$ cat src/rtl/multicycle_sequencer_if.sv
// multicycle_sequencer_if: instruction/data memory request-ready handshake bundle
interface multicycle_sequencer_if #(parameter int XLEN = 64) ();
  logic            imem_req;
  logic [XLEN-1:0] imem_addr;
  logic            imem_ready;
  logic [31:0]     imem_rdata;
  logic            dmem_req;
  logic            dmem_we;
  logic            dmem_ready;
  modport master (
    output imem_req, imem_addr, dmem_req, dmem_we,
    input  imem_ready, imem_rdata, dmem_ready
  );
  modport slave (
    input  imem_req, imem_addr, dmem_req, dmem_we,
    output imem_ready, imem_rdata, dmem_ready
  );
endinterface

$ cat src/rtl/multicycle_sequencer.sv
// multicycle_sequencer: PC/IR owner and FETCH-DECODE-EXECUTE-MEM-WB control FSM with wait-state tolerant memory handshakes
module multicycle_sequencer #(
  parameter int              XLEN     = 64,
  parameter logic [XLEN-1:0] RESET_PC = '0,
  parameter int              TIMEOUT  = 16
) (
  input  logic                   clk,
  input  logic                   reset,
  multicycle_sequencer_if.master mem,
  input  logic                   branch_taken,
  input  logic [XLEN-1:0]        branch_target,
  output logic [XLEN-1:0]        pc,
  output logic [31:0]            ir,
  output logic                   reg_we,
  output logic                   mem_to_reg,
  output logic                   retire,
  output logic [2:0]             state,
  output logic                   trap,
  output logic [1:0]             trap_cause
);
  localparam int            CW   = $clog2(TIMEOUT) + 1;
  localparam logic [CW-1:0] WMAX = CW'(TIMEOUT - 1);
  typedef enum logic [2:0] {
    FETCH   = 3'd0,
    DECODE  = 3'd1,
    EXECUTE = 3'd2,
    MEM     = 3'd3,
    WB      = 3'd4,
    TRAP    = 3'd7
  } state_t;
  state_t          st, st_n;
  logic [XLEN-1:0] pc_n, pc_inc;
  logic [31:0]     ir_n;
  logic [1:0]      cause_n;
  logic [CW-1:0]   wcnt, wcnt_n;
  logic            is_alu, is_ld, is_st, is_br, legal, br_bad, rdy;
  assign pc_inc = pc + XLEN'(4);
  assign is_alu = ir[6:0] == 7'b0110011 || ir[6:0] == 7'b0010011;
  assign is_ld  = ir[6:0] == 7'b0000011;
  assign is_st  = ir[6:0] == 7'b0100011;
  assign is_br  = ir[6:0] == 7'b1100011;
  assign legal  = is_alu || is_ld || is_st || is_br;
  assign br_bad = branch_taken && branch_target[1:0] != 2'b00;
  assign rdy    = st == FETCH ? mem.imem_ready : mem.dmem_ready;
  always_ff @(posedge clk or negedge reset)
    if (!reset) begin
      st         <= FETCH;
      pc         <= RESET_PC;
      ir         <= '0;
      trap_cause <= '0;
      wcnt       <= '0;
    end else begin
      st         <= st_n;
      pc         <= pc_n;
      ir         <= ir_n;
      trap_cause <= cause_n;
      wcnt       <= wcnt_n;
    end
  // wcnt_n defaults to 0 so every state change clears the wait counter
  always_comb begin
    st_n    = st;
    pc_n    = pc;
    ir_n    = ir;
    cause_n = trap_cause;
    wcnt_n  = '0;
    case (st)
      FETCH, MEM:
        if (rdy) begin
          st_n = st == FETCH ? DECODE : (is_st ? FETCH : WB);
          ir_n = st == FETCH ? mem.imem_rdata : ir;
          pc_n = st == MEM && is_st ? pc_inc : pc;
        end else if (wcnt == WMAX) begin
          st_n    = TRAP;
          cause_n = 2'd1;
        end else begin
          wcnt_n = wcnt + CW'(1);
        end
      DECODE: begin
        st_n    = legal ? EXECUTE : TRAP;
        cause_n = legal ? trap_cause : 2'd2;
      end
      EXECUTE:
        if (is_br) begin
          st_n    = br_bad ? TRAP : FETCH;
          cause_n = br_bad ? 2'd3 : trap_cause;
          pc_n    = br_bad ? pc : (branch_taken ? branch_target : pc_inc);
        end else begin
          st_n = is_ld || is_st ? MEM : WB;
        end
      WB: begin
        st_n = FETCH;
        pc_n = pc_inc;
      end
      default: st_n = TRAP;
    endcase
  end
  // every strobe is gated by reset so an asserted reset kills them without waiting for a clock
  assign state         = st;
  assign trap          = st == TRAP;
  assign mem.imem_addr = pc;
  assign mem.imem_req  = reset && st == FETCH;
  assign mem.dmem_req  = reset && st == MEM;
  assign mem.dmem_we   = reset && st == MEM && is_st;
  assign reg_we        = reset && st == WB;
  assign mem_to_reg    = reset && st == WB && is_ld;
  assign retire        = reset && (st == WB || (st == EXECUTE && is_br && !br_bad) ||
                                   (st == MEM && is_st && mem.dmem_ready));
endmodule

$ cat src/flat_wrapper.sv
// flat-port wrapper written by rule: the top's interface ports become plain ports
module multicycle_sequencer_flat 
#(
  parameter int              XLEN     = 64,
  parameter logic [XLEN-1:0] RESET_PC = '0,
  parameter int              TIMEOUT  = 16
)
  (clk, reset, branch_taken, branch_target, pc, ir, reg_we, mem_to_reg, retire, state, trap, trap_cause, mem_imem_req, mem_imem_addr, mem_dmem_req, mem_dmem_we, mem_imem_ready, mem_imem_rdata, mem_dmem_ready);
  multicycle_sequencer_if #(.XLEN(XLEN)) mem_i ();
  input  logic clk;
  input  logic reset;
  input  logic branch_taken;
  input  logic [XLEN-1:0] branch_target;
  output logic [XLEN-1:0] pc;
  output logic [31:0] ir;
  output logic reg_we;
  output logic mem_to_reg;
  output logic retire;
  output logic [2:0] state;
  output logic trap;
  output logic [1:0] trap_cause;
  output wire logic [$bits(mem_i.imem_req)-1:0] mem_imem_req;
  output wire logic [$bits(mem_i.imem_addr)-1:0] mem_imem_addr;
  output wire logic [$bits(mem_i.dmem_req)-1:0] mem_dmem_req;
  output wire logic [$bits(mem_i.dmem_we)-1:0] mem_dmem_we;
  input wire logic [$bits(mem_i.imem_ready)-1:0] mem_imem_ready;
  input wire logic [$bits(mem_i.imem_rdata)-1:0] mem_imem_rdata;
  input wire logic [$bits(mem_i.dmem_ready)-1:0] mem_dmem_ready;
  assign mem_imem_req = mem_i.imem_req;
  assign mem_imem_addr = mem_i.imem_addr;
  assign mem_dmem_req = mem_i.dmem_req;
  assign mem_dmem_we = mem_i.dmem_we;
  assign mem_i.imem_ready = mem_imem_ready;
  assign mem_i.imem_rdata = mem_imem_rdata;
  assign mem_i.dmem_ready = mem_dmem_ready;
  multicycle_sequencer #(.XLEN(XLEN), .RESET_PC(RESET_PC), .TIMEOUT(TIMEOUT)) u_core (.clk(clk), .reset(reset), .mem(mem_i), .branch_taken(branch_taken), .branch_target(branch_target), .pc(pc), .ir(ir), .reg_we(reg_we), .mem_to_reg(mem_to_reg), .retire(retire), .state(state), .trap(trap), .trap_cause(trap_cause));
endmodule
$ cat config.mk
export PLATFORM = sky130hd
export DESIGN_NAME = multicycle_sequencer_flat
export DESIGN_NICKNAME = d
export VERILOG_FILES = /design/src/rtl/multicycle_sequencer_if.sv /design/src/rtl/multicycle_sequencer.sv /design/src/flat_wrapper.sv
export SDC_FILE = /design/constraint.sdc
export NUM_CORES = 1
export LEC_CHECK = 0
export ABC_AREA = 1
export BUFFER_PORTS_ARGS = -buffer_cell sky130_fd_sc_hd__buf_4
export CORE_MARGIN = 8
export CORE_UTILIZATION = 40
export CTS_CLUSTER_DIAMETER = 60
export DETAILED_ROUTE_END_ITERATION = 8
export GPL_ROUTABILITY_DRIVEN = 0
export PLACE_DENSITY = 0.78
export SLEW_MARGIN = 20
export SYNTH_ARGS = -nofsm -noshare
export SYNTH_HDL_FRONTEND = slang
export SYNTH_SLANG_ARGS = --single-unit
$ cat constraint.sdc
create_clock -name clk -period 2.2 [get_ports clk]
set_input_delay 0.22 -clock clk [delete_from_list [all_inputs] [get_ports clk]]
set_output_delay 0.22 -clock clk [all_outputs]
set_load 0.05 [all_outputs]
==> qor.txt <==
CTS Hold Bufs: 0
Non-Filler Instances: 1573
CP max FO: 5
number of filler cells placed in the layout: 1739
number of synthesized register bits: 106
initial DRC count: 625
gr ovfl total: 0
worst path required time: 1980 ps
Avg Vias per Cell: 5.02
CTS tree: built
clk buf depth: 2
worst hold path type: input pin to async pin
Initial Util: 40.6%
setup violators final: 0
drt drc: 0
post-synthesis compound-gate area fraction: 6.14%
CTS clk-pin slew, worst paths: 70 ps
fmax: 502 MHz
number of buffers created by CTS: 9
CTS sink count: 106
Port Buf Inserts: 272
unrepaired setup endpoints after global routing: false
status: complete, but fails checks
largest net degree at the start of global routing: 107
Reg area: 2650 um^2
Synth Flop Type: dfrtp_1
Post-Synthesis Cells: 1136
Synth area leader: dfrtp_1
HPWL Detailed: 21.3 mm
Core Box Area: 18600 um^2
XOR/XNOR share of the synthesized area: 0.697%
register area share after synthesis: 35.2%
router iterations before antenna repair: 5
M3 GR Usage: 8.18%
initial antenna violation count: 0
Pint: 6720 uW
Die X: 153 um
vias in the first global route: 7841
I/O pin cnt: 273
Post-synth EDFFs: 0
top-count cell post-synth: nand2_1
Placed Cells: 1557
Synth Net Count: 1239
final hold vios: 19
die area: 23500 um^2
slowest stage delay, CP: 400 ps
static leakage: 0.00521 uW
Layout Nets: 1437
first-pass GRT wire length: 41.8 mm
area growth from synthesis to layout: 28.2%
Tot GR Track Use: 22.3%
M1 GR Usage: 25.7%
cells along the critical path: nor2_1 > nand3_1 > nor2_1 > nand2_1 > nor2_2 > nor2_4 > nor2_4 > buf_4
cell with the largest stage delay on the worst path: dfrtp_1
share of post-route cells with drive strength above 1: 27.7%
clk_skew: 9.90 ps
worst vdd ir: 0.977 mV
Max-Cap Viols: 0
Post-synth ARST share: 100%
Synth area leaders: dfrtp_1 (35%), nand2_1 (18%), nor2_1 (12%), buf_4 (6.7%), inv_1 (4.7%)
Pwr Total: 16500 uW
synth warn: 0
Syn Area/Cell: 6.64 um^2
Synth Cell Area: 7540 um^2
Slew HR: 60.6%
DRT antenna net count: 0
combinational share of power: 63.8%
Max Slew Vio Count: 0
crit path kind: flop to output pin
post-CTS sizing: 0
Most Crowded Layer GR: met2
WL per Instance: 16.9 um
multi-input logic area: 3860 um^2
cell row count: 50
drt total wl: 26.6 mm
Critical Path End Type: output pin
Die Y: 153 um
failing checks: hold timing
Synth cell types: 34
grt met2 use: 37.0%
post-synthesis mux area share: 4.60%
final period utilization: 90.6%
worst skew pair latency: 360 ps
hold slack: -32.6 ps
share of the synthesized area in the top cell type: 35.2%
Clock Power Share: 10.4%
Commonest cells post-synth: nand2_1 (353), nor2_1 (232), dfrtp_1 (106)
main combinational cell family by area after synthesis: simple AND/OR/NAND/NOR gates
Pwr Density: 1700 nW/um^2
Final Critical Period: 1990 ps
post-CTS setup buffer count: 0
Reg power frac: 25.8%
startpoint types: flop
Switching Power: 9750 uW
# diodes: 0
Post-Synth Adder-Cell Area: 0.332%
Via Count: 7897
Clock Root Buffer: clkbuf_16
Synth Area in Simple Gates: 39.2%
setup TNS: 0 ps
CTS H-tree depth: 3
worst slew pin tran: 591 ps
Switching Share: 59.2%
Worst Path Arrival: 1770 ps
-- sequential cells by signal, indices dropped and copies added, names as in the netlist --
signal,flops
u_core.mem.imem_addr,64
u_core.trap_cause,2
u_core.wcnt,5
u_core.state,3
u_core.ir,32
-- power groups by stage --
stage	Clock, uW	Sequential (uW)	Combinational (uW)
after floorplan	0	6740	5210
after global placement	0	4210	10500
after detailed placement	0	4260	10600
after CTS	1740	4240	10600
after global routing	1820	4420	11100
final	1710	4250	10500
-- routing by layer --
layer | share of wire, % | vias up
li1 | - | 3876
met1 | 39 | 3609
met2 | 47 | 363
met3 | 11 | 49
met4 | 3.0 | 0
met5 | 0 | -
-- critical path: cells and delay by family (launching register included) --
kind / cells / cell delay (ps)
buf+inv: 1 / 200
flops: 1 / 400
simple gates: 7 / 810
-- logic make-up (layout without fill, tap and decap cells) --
logic type / Yosys count / in the layout
muxes: 31 / 31
and+or+nand+nor: 706 / 706
adders and majority gates: 2 / 2
buffers and inverters: 196 / 399
xor gates and xnor gates: 6 / 6
AOI/OAI and AO/OA: 89 / 89
DFF: 106 / 106
-- worst paths after layout --
kind,from,to,slack (ps),depth (start not counted)
worst max-delay path,u_core.ir[3],retire,210,8
worst min-delay path,reset,u_core.ir[25],-30,2
worst max register to register,u_core.mem.imem_addr[35],u_core.mem.imem_addr[61],260,9
worst min register to register,u_core.wcnt[0],u_core.wcnt[0],480,1
max in group asynchronous,reset,u_core.mem.imem_addr[15],1780,2
min in group clk,mem_imem_rdata[7],u_core.ir[7],90,2
-- stage by stage --
step	cell area [um^2]	util [%]	setup WS, ps
after detailed placement	9360	50.4	322
final	9670	52.0	208
after global routing	9670	52.0	32.4
after global placement	9360	50.4	323
after CTS	9670	52.0	186
after floorplan	7550	-	41.5
-- final cells by class --
cell class,count,share of cell area [%]
clock buffers,12,2.65
clock inverters,4,0.518
inverters,103,4.00
multi-input cells,834,40.0
flip-flops and latches,106,27.4
well taps,234,3.03
repair buffers,280,22.4
-- cells in the final DEF (no fill, tap or decap), drive strengths merged, types with 2 or more instances in the layout --
cell      Yosys  routed
a21oi         9       9
buf          93     280
clkbuf        0      12
clkinvlp      0       2
dfrtp       106     106
ha            2       2
inv         103     103
mux2         29      29
mux2i         2       2
nand2       368     368
nand3        70      70
nand3b        2       2
nand4         8       8
nor2        248     248
nor3          4       4
o21ai        73      73
o22ai         4       4
or2           4       4
xnor2         3       3
xor2          3       3
Note: power is estimated with default switching activity, not from simulation.
